$ cat src/rtl/ym_timer_pkg.sv
// Shared constants for the YM2610 timer register front-end: register map,
// CONFIG bit positions and the Z80 port-select encoding.
package ym_timer_pkg;

    localparam logic [7:0] REG_TA_HI = 8'h24;
    localparam logic [7:0] REG_TA_LO = 8'h25;
    localparam logic [7:0] REG_TB    = 8'h26;
    localparam logic [7:0] REG_CTRL  = 8'h27;

    localparam int CFG_LOAD_A = 0;
    localparam int CFG_LOAD_B = 1;
    localparam int CFG_IRQ_A  = 2;
    localparam int CFG_IRQ_B  = 3;
    localparam int CFG_CLR_A  = 4;
    localparam int CFG_CLR_B  = 5;

    typedef enum logic [1:0] {
        PORT_ADDR_A = 2'd0,
        PORT_DATA_A = 2'd1,
        PORT_ADDR_B = 2'd2,
        PORT_DATA_B = 2'd3
    } port_sel_e;

endpackage

$ cat src/rtl/ym_bus_sync.sv
// Two-flop synchroniser for an asynchronous Z80 strobe, with a registered
// rising-edge detector on the synchronised level.
module ym_bus_sync (
    input  logic i_clk,
    input  logic i_rst,
    input  logic i_async,
    output logic o_level,
    output logic o_rise
);

    logic r_meta;
    logic r_sync;
    logic r_prev;

    // NOTE: sequential state always uses non-blocking assignments so every
    // flop samples the pre-edge value of its neighbour.
    always_ff @(posedge i_clk or posedge i_rst) begin
        if (i_rst) begin
            r_meta <= 1'b0;
            r_sync <= 1'b0;
            r_prev <= 1'b0;
        end else begin
            r_meta <= i_async;
            r_sync <= r_meta;
            r_prev <= r_sync;
        end
    end

    assign o_level = r_sync;
    assign o_rise  = r_sync & ~r_prev;

endmodule

$ cat src/rtl/ym_timer_regs.sv
// YM2610 timer register front-end: Z80 bus sync, 0x24-0x27 decode, run
// pulses, TICK_144 prescaler and status reads. Option: YM_TIMER_READBACK_EN.
import ym_timer_pkg::*;

module ym_timer_regs #(
    parameter int PRESCALE    = 144,
    parameter int BUSY_CYCLES = 32
) (
    input  logic       CLK,
    input  logic       RESET,
    input  logic       nCS,
    input  logic       nWR,
    input  logic       nRD,
    input  logic [1:0] ADDR,
    input  logic [7:0] DIN,
    output logic [7:0] DOUT,
    input  logic       FLAG_A,
    input  logic       FLAG_B,
    output logic [9:0] YMTIMER_TA_LOAD,
    output logic [7:0] YMTIMER_TB_LOAD,
    output logic [5:0] YMTIMER_CONFIG,
    output logic       set_run_A,
    output logic       clr_run_A,
    output logic       set_run_B,
    output logic       clr_run_B,
    output logic       TICK_144,
    output logic       BUSY
);

    localparam int PW = $clog2(PRESCALE);
    localparam int BW = $clog2(BUSY_CYCLES + 1);

    logic      w_wr_level;
    logic      w_wr_rise;
    logic      w_rd_level;
    logic      w_rd_rise;

    ym_bus_sync u_wr_sync (
        .i_clk   (CLK),
        .i_rst   (RESET),
        .i_async (~nCS & ~nWR),
        .o_level (w_wr_level),
        .o_rise  (w_wr_rise)
    );

    ym_bus_sync u_rd_sync (
        .i_clk   (CLK),
        .i_rst   (RESET),
        .i_async (~nCS & ~nRD),
        .o_level (w_rd_level),
        .o_rise  (w_rd_rise)
    );

    // ADDR/DIN ride a matching two-stage pipe so they line up with the strobe.
    logic [1:0] r_addr_m;
    logic [7:0] r_din_m;
    port_sel_e  r_port_s;
    logic [7:0] r_din_s;

    always_ff @(posedge CLK or posedge RESET) begin
        if (RESET) begin
            r_addr_m <= 2'd0;
            r_din_m  <= 8'h00;
            r_port_s <= PORT_ADDR_A;
            r_din_s  <= 8'h00;
        end else begin
            r_addr_m <= ADDR;
            r_din_m  <= DIN;
            r_port_s <= port_sel_e'(r_addr_m);
            r_din_s  <= r_din_m;
        end
    end

    logic w_addr_wr;
    logic w_data_wr;
    logic w_reg_wr;

    assign w_addr_wr = w_wr_rise & ((r_port_s == PORT_ADDR_A) | (r_port_s == PORT_ADDR_B));
    assign w_data_wr = w_wr_rise & ((r_port_s == PORT_DATA_A) | (r_port_s == PORT_DATA_B));

    logic       r_bank_b;
    logic [7:0] r_reg_addr;
    logic [9:0] r_ta_load;
    logic [7:0] r_tb_load;
    logic [3:0] r_cfg_lo;
    logic [1:0] r_cfg_clr;
    logic       r_set_run_a;
    logic       r_clr_run_a;
    logic       r_set_run_b;
    logic       r_clr_run_b;

    assign w_reg_wr = w_data_wr & ~r_bank_b & (r_port_s == PORT_DATA_A);

    always_ff @(posedge CLK or posedge RESET) begin
        if (RESET) begin
            r_bank_b    <= 1'b0;
            r_reg_addr  <= 8'h00;
            r_ta_load   <= 10'd0;
            r_tb_load   <= 8'h00;
            r_cfg_lo    <= 4'd0;
            r_cfg_clr   <= 2'd0;
            r_set_run_a <= 1'b0;
            r_clr_run_a <= 1'b0;
            r_set_run_b <= 1'b0;
            r_clr_run_b <= 1'b0;
        end else begin
            // Flag-clear strobes and run pulses live for a single CLK.
            r_cfg_clr   <= 2'd0;
            r_set_run_a <= 1'b0;
            r_clr_run_a <= 1'b0;
            r_set_run_b <= 1'b0;
            r_clr_run_b <= 1'b0;
            if (w_addr_wr) begin
                r_reg_addr <= r_din_s;
                r_bank_b   <= (r_port_s == PORT_ADDR_B);
            end
            if (w_reg_wr) begin
                case (r_reg_addr)
                    REG_TA_HI: r_ta_load[9:2] <= r_din_s;
                    REG_TA_LO: r_ta_load[1:0] <= r_din_s[1:0];
                    REG_TB:    r_tb_load      <= r_din_s;
                    REG_CTRL: begin
                        r_cfg_lo    <= r_din_s[3:0];
                        r_cfg_clr   <= r_din_s[CFG_CLR_B:CFG_CLR_A];
                        r_set_run_a <=  r_din_s[CFG_LOAD_A] & ~r_cfg_lo[CFG_LOAD_A];
                        r_clr_run_a <= ~r_din_s[CFG_LOAD_A] &  r_cfg_lo[CFG_LOAD_A];
                        r_set_run_b <=  r_din_s[CFG_LOAD_B] & ~r_cfg_lo[CFG_LOAD_B];
                        r_clr_run_b <= ~r_din_s[CFG_LOAD_B] &  r_cfg_lo[CFG_LOAD_B];
                    end
                    default: ;
                endcase
            end
        end
    end

    // Any data-port write, decoded or not, (re)starts the busy window.
    logic [BW-1:0] r_busy_cnt;

    always_ff @(posedge CLK or posedge RESET) begin
        if (RESET) begin
            r_busy_cnt <= '0;
        end else if (w_data_wr) begin
            r_busy_cnt <= BW'(BUSY_CYCLES);
        end else if (r_busy_cnt != '0) begin
            r_busy_cnt <= r_busy_cnt - 1'b1;
        end
    end

    logic [PW-1:0] r_presc;

    always_ff @(posedge CLK or posedge RESET) begin
        if (RESET) begin
            r_presc <= '0;
        end else if (r_presc == PW'(PRESCALE - 1)) begin
            r_presc <= '0;
        end else begin
            r_presc <= r_presc + 1'b1;
        end
    end

    logic [7:0] w_dout;
    logic [7:0] w_data_rd;

    always_comb begin
        // NOTE: every always_comb output gets a default first so no path
        // through the case statements can infer a latch.
        w_data_rd = 8'hFF;
`ifdef YM_TIMER_READBACK_EN
        case (r_reg_addr)
            REG_TA_HI: w_data_rd = r_ta_load[9:2];
            REG_TA_LO: w_data_rd = {6'b0, r_ta_load[1:0]};
            REG_TB:    w_data_rd = r_tb_load;
            REG_CTRL:  w_data_rd = {4'b0, r_cfg_lo};
            default:   w_data_rd = 8'hFF;
        endcase
`endif
        w_dout = 8'h00;
        if (w_rd_level) begin
            case (r_port_s)
                PORT_ADDR_A, PORT_ADDR_B: w_dout = {BUSY, 5'b0, FLAG_B, FLAG_A};
                PORT_DATA_A:              w_dout = w_data_rd;
                default:                  w_dout = 8'hFF;
            endcase
        end
    end

    assign DOUT            = w_dout;
    assign YMTIMER_TA_LOAD = r_ta_load;
    assign YMTIMER_TB_LOAD = r_tb_load;
    assign YMTIMER_CONFIG  = {r_cfg_clr, r_cfg_lo};
    assign set_run_A       = r_set_run_a;
    assign clr_run_A       = r_clr_run_a;
    assign set_run_B       = r_set_run_b;
    assign clr_run_B       = r_clr_run_b;
    assign TICK_144        = (r_presc == PW'(PRESCALE - 1));
    assign BUSY            = (r_busy_cnt != '0);

endmodule
$ cat config.mk
export PLATFORM = sky130hd
export DESIGN_NAME = ym_timer_regs
export DESIGN_NICKNAME = d
export VERILOG_FILES = /design/src/rtl/ym_timer_pkg.sv /design/src/rtl/ym_bus_sync.sv /design/src/rtl/ym_timer_regs.sv
export SDC_FILE = /design/constraint.sdc
export NUM_CORES = 1
export LEC_CHECK = 0
export CAP_MARGIN = 15
export CORE_AREA = 2 2 83 85
export DETAILED_ROUTE_END_ITERATION = 8
export DIE_AREA = 0 0 85 87
export GPL_TIMING_DRIVEN = 0
export PLACE_DENSITY = 0.79
export SLEW_MARGIN = 20
export SYNTH_ARGS = -nofsm -noshare
export SYNTH_HDL_FRONTEND = slang
export SYNTH_SLANG_ARGS = --single-unit
$ cat constraint.sdc
create_clock -name CLK -period 3 [get_ports CLK]
set_input_delay 0.3 -clock CLK [delete_from_list [all_inputs] [get_ports CLK]]
set_output_delay 0.3 -clock CLK [all_outputs]
set_load 0.02 [all_outputs]
; ---- Word-level counts from Yosys, hierarchy flattened
; Cells that the tools add are included.
[classes]
add_sub_neg = 2
n_mux = 15
n_bitwise = 22
n_reduce_logical = 8
eq_ne = 8
[ops]
columns = op, n
row1 = 8-bit by 6-bit == test with 1-bit output (second input constant), 4
row2 = 8-bit 2-to-1 mux, 3
row3 = 6-bit 2-to-1 mux, 2
row4 = 1-bit AND, 11
row5 = 1-bit NOT, 9
row6 = 8-bit by 1-bit adder with 8-bit output (second input constant), 1
row7 = 8-bit == test (second input constant), 1
row8 = 1-bit 2-to-1 mux, 8
row9 = 2-bit AND reduction, 4
row10 = 6-bit nonzero test, 1
row11 = 6-bit by 1-bit subtractor with 6-bit output (second input constant), 1
row12 = 2-bit == test (second input constant), 2
row13 = 2-bit 2-to-1 mux, 2
row14 = 2-bit by 1-bit == test with 1-bit output (second input constant), 1
row15 = 2-bit zero test, 1
row16 = 1-bit OR, 2
row17 = 2-bit nonzero test, 1
row18 = 2-bit OR reduction, 1
[word_totals]
wordCells = 77
output_inout_bits = 38
ff_bits = 76
inputBits = 17

; ---- Depth between registers and ports, before layout
[logic_depth]
depth_word = 6
mapped_depth = 5
depth_no_buf = 5

; ---- Hierarchy
; A second synthesis with hierarchy kept.
[unflattened]
cells_unflattened = 199
hier_area_um2 = 2879.0
[by_module_without_submodules]
columns = module, area_each_um2, cells_per_inst, instances, seq_area_each_um2
row1 = ym_timer_regs, 2693.8, 189, 1, 1776.7
row2 = ym_bus_sync, 92.6, 5, 2, 75.1

; ---- Least setup slack after synthesis
; OpenSTA, ideal clock, no wires.
[synth_path]
path_type = register to output
from = register r_busy_cnt[4]
to = output port DOUT[7]
required_time_ns = 2.700
path_stages_with_launch = 5
arrival_time_ns = 1.400
setup_slack_ns = 1.300
n_path_buf = 1
cell_sequence = dfrtp_1 -> or3_1 -> clkbuf_2 -> or2_4 -> o21a_1
[synth_between]
elab_chain_cells = 3
[synth_lines]
columns = element, line_no
row1 = from (decl), ym_timer_regs.sv:137  ; logic [BW-1:0] r_busy_cnt;
row2 = from (signal assigned), ym_timer_regs.sv:143  ; r_busy_cnt <= BW'(BUSY_CYCLES);
row3 = from (signal assigned), ym_timer_regs.sv:145  ; r_busy_cnt <= r_busy_cnt - 1'b1;
row4 = 6-bit nonzero test, ym_timer_regs.sv:196  ; assign BUSY = (r_busy_cnt != '0);
row5 = via BUSY, ym_timer_regs.sv:27  ; output logic BUSY
row6 = 8-bit 2-to-1 mux, ym_timer_regs.sv:179  ; case (r_port_s)
row7 = 8-bit 2-to-1 mux, ym_timer_regs.sv:178  ; if (w_rd_level) begin
row8 = to (decl), ym_timer_regs.sv:16  ; output logic [7:0] DOUT,
; The timed path passes the listed nets, and every way through them passes these cells.

; ---- Worst setup path after layout
[layout_path]
from = register r_busy_cnt[2]
to = output port DOUT[7]
[layout_between]
elab_chain_cells = 3
[layout_lines]
columns = element, line_no
row1 = 6-bit nonzero test, ym_timer_regs.sv:196
row2 = 8-bit 2-to-1 mux, ym_timer_regs.sv:179
row3 = 8-bit 2-to-1 mux, ym_timer_regs.sv:178
; No other way between the ends.

==> flow_summary.toml <==
[global_route]
antenna_found_initial = 0
grt_pass1_wl_mm = 8.424
grt_pass1_vias = 1748
grt_max_degree = 50
grt_overflow = 0
track_usage_pct = 14.82

[sta]
period_share_pct = 85.04
finalCriticalPeriod_ns = 2.551
max_freq_ghz = 0.3920
worstMarginPinSlew_ns = 0.3898
slew_headroom_pct = 73.95
finalClockSkew_ns = 0.007216
slew_viol_final = 0
setup_slack_ns = 0.4488
hold_violations = 0
rsz0062_at_grt = "false"
fin_hold_ws_ns = 0.2949
setup_viol = 0

[setup_path]
r2r_cells = 3
reg2reg_slack_ns = 1.29
cp.required_ns = 2.70
cp_max_fo = 8
worstSetupEndpointType = "output port"
worstPathArrival_ns = 2.25
r2r-end = "r_cfg_lo[2]"
slowest_stage = "clkdlybuf4s50_1"
cp_cell_sequence = "or3_1, clkbuf_2, or2_4, o21a_1, clkdlybuf4s50_1"
r2r_start = "r_reg_addr[6]"
setup.worst_path.class = "flip-flop to output port"
cpPeakStageDelay_ns = 0.53
start_kind = "flip-flop"

[synthesis]
synthesis.area_sq_um = 2838
ys_ff_latch = 76
mappedNetlistNets = 211
synth_top_area_cell = "dfrtp_1"
ys.flop_type = "dfrtp_1"
ys_seq_area_share_pct = 67.02
ys_top_cells_by_area = "dfrtp_1, mux2_2, nor3b_1, buf_4, ha_1"
avgSynthCellArea_sq_um = 14.86
synth-async-reset-ratio_pct = 100.0
netlist.area_leader.share_pct = 67.02
yosysWarnings = 0
syn_inst = 191
synth_edf_count = 0
netlist-cell-type-count = 39

[placement]
dp_slack_ns = 0.8064
io_buffers = 54
gp_congestion = 0.8062
dp_hpwl_mm = 3.442

[clock_network]
cts_tree = "done"
cts_buffers = 9
root_buffer = "clkbuf_8"
clk_latency_ns = 0.33
clkTransAtPathRegs_ns = 0.08
post_cts_buffers = 0
ctsResizeCount = 0
postCtsHoldBufs = 0
cts.sinks = 76
h-tree-depth = 3
clk_path_buf_depth = 2

[power]
ir_drop_mv = 0.4651
leakagePower_nw = 1.721
pwr_density_cell_nw_per_um2 = 617.3
total_power_mw = 2.291

[worst_hold_path]
hp-class = "input pin to async pin"

[floorplanning]
die-area_sq_um = 7395
ios = 55
die_w_um = 85
rows = 30
die_h_um = 87
core_sq_um = 6569
initial_core_util_pct = 43.20

[detailed_routing]
firstDrtPassIters = 4
wirelength_mm = 4.965
post_drt_wl_per_cell_um = 14.52
drtAntennaViolNets = 0
via_count = 1686
first_iter_violations = 108
drc = 0
vias_per_cell = 4.930

[layout]
antenna_cells = 0
areaGrowthSynthToFinish_pct = 30.78
fillers = 504
nNetsFinal = 277
utilization_pct = 56.50
drive_gt1_share_pct = 24.43

[run]
drv_cap = 0

[status]
status = "finished, final reports clean"
## metrics by stage
| step | instances | instance area [sq um] | setup TNS [ns] |
|---|---|---|---|
| final | 342 | 3711 | 0 |
| after global routing | 342 | 3711 | 0 |
| after CTS | 342 | 3711 | 0 |
| after detailed placement | 326 | 3508 | 0 |
| after global placement | 325 | 3478 | -26.97 |
| after floorplan | 191 | 2838 | 0 |
## cell usage after synthesis (2+ instances only)
cell     instances
nor3b_1          7
nand4_2          3
nand3_1          3
nand2_1          3
xor2_1           3
nor2_1           8
dfrtp_1         76
ha_1             3
xnor2_1          2
and3_1           2
mux2_2          31
o21ai_0          3
nor2b_1          3
o21a_1           5
nand4_1          2
inv_1            6
buf_4            5
and2_1           2
nor3_1           4
## worst max path at each step
stage | startpoint | end | slack (ns) | cells after the start
final | r_busy_cnt[2] | DOUT[7] | 0.45 | 5
after global routing | r_busy_cnt[2] | DOUT[7] | 0.36 | 5
after CTS | r_busy_cnt[2] | DOUT[7] | 0.43 | 5
after detailed placement | r_busy_cnt[2] | DOUT[7] | 0.81 | 5
after global placement | RESET | r_din_m[7] | -0.36 | 2
after floorplan | RESET | YMTIMER_TA_LOAD[0] | 0.76 | 1
## kinds of logic after synthesis
| kind of cell | synth area share [%] |
|---|---|
| flops | 67.02 |
| simple gates | 11.73 |
| fa+ha+maj | 1.323 |
| mux | 12.30 |
| compound gates | 3.616 |
| buf+inv | 2.469 |
| xor+xnor | 1.543 |
## per-layer routing
layer	part of all wire, %	vias up	global-route usage, %
met2	50	27	23.58
met5	0	-	0
li1	-	799	-
met3	4.9	5	4.645
met4	1.3	0	6.061
met1	44	855	18.98
## power breakdown
group / switching, mW / internal, mW
combinational: 0.156 / 0.170
clock: 0.358 / 0.428
sequential: 0.0681 / 1.11
total: 0.582 / 1.71
## registers in the layout, summed over array words and instances (netlist names)
register           cells
YMTIMER_TA_LOAD       10
YMTIMER_TB_LOAD        8
clr_run_A              1
clr_run_B              1
r_addr_m               2
r_bank_b               1
r_busy_cnt             6
r_cfg_clr              2
r_cfg_lo               4
r_din_m                8
r_din_s                8
r_port_s               2
r_presc                8
r_reg_addr             8
set_run_A              1
set_run_B              1
u_rd_sync.o_level      1
u_rd_sync.r_meta       1
u_wr_sync.o_level      1
u_wr_sync.r_meta       1
u_wr_sync.r_prev       1
## cell type report
cell class	instances	area [sq um]	share of cell area, %
clock buffer	12	155.1	4.181
clock inverter	4	47.55	1.281
timing repair buffer	55	568.0	15.31
inverter	6	25.02	0.6743
buffer	7	47.55	1.281
multi-input combinational	102	865.8	23.33
sequential	76	1902	51.25
tap	80	100.1	2.697
## worst max-delay path, delay by kind of cell, from the launching register on
| kind | cells | cell delay (ns) |
|---|---|---|
| buffers and inverters | 2 | 0.70 |
| AO/OA/AOI/OAI | 1 | 0.16 |
| AND/OR/NAND/NOR | 2 | 0.64 |
| flip-flops | 1 | 0.42 |
## layout by cell type (no fill, tap or decap), types with 2 or more instances in the layout
cell and n:
dfrtp_1 76, buf_4 5, o21ai_0 3, nand3_1 3, ha_1 3, nand2_1 3
and3_1 2, clkinv_2 2, and2_1 2, nor2b_1 3, nor2_1 8, xor2_1 3
inv_1 5, o21a_1 5, mux2_2 31, clkbuf_8 11, clkdlybuf4s50_1 54, xnor2_1 2
nand4_1 2, nor3b_1 7, nand4_2 3, nor3_1 4
No activity file was read; power rests on OpenSTA's default activity.
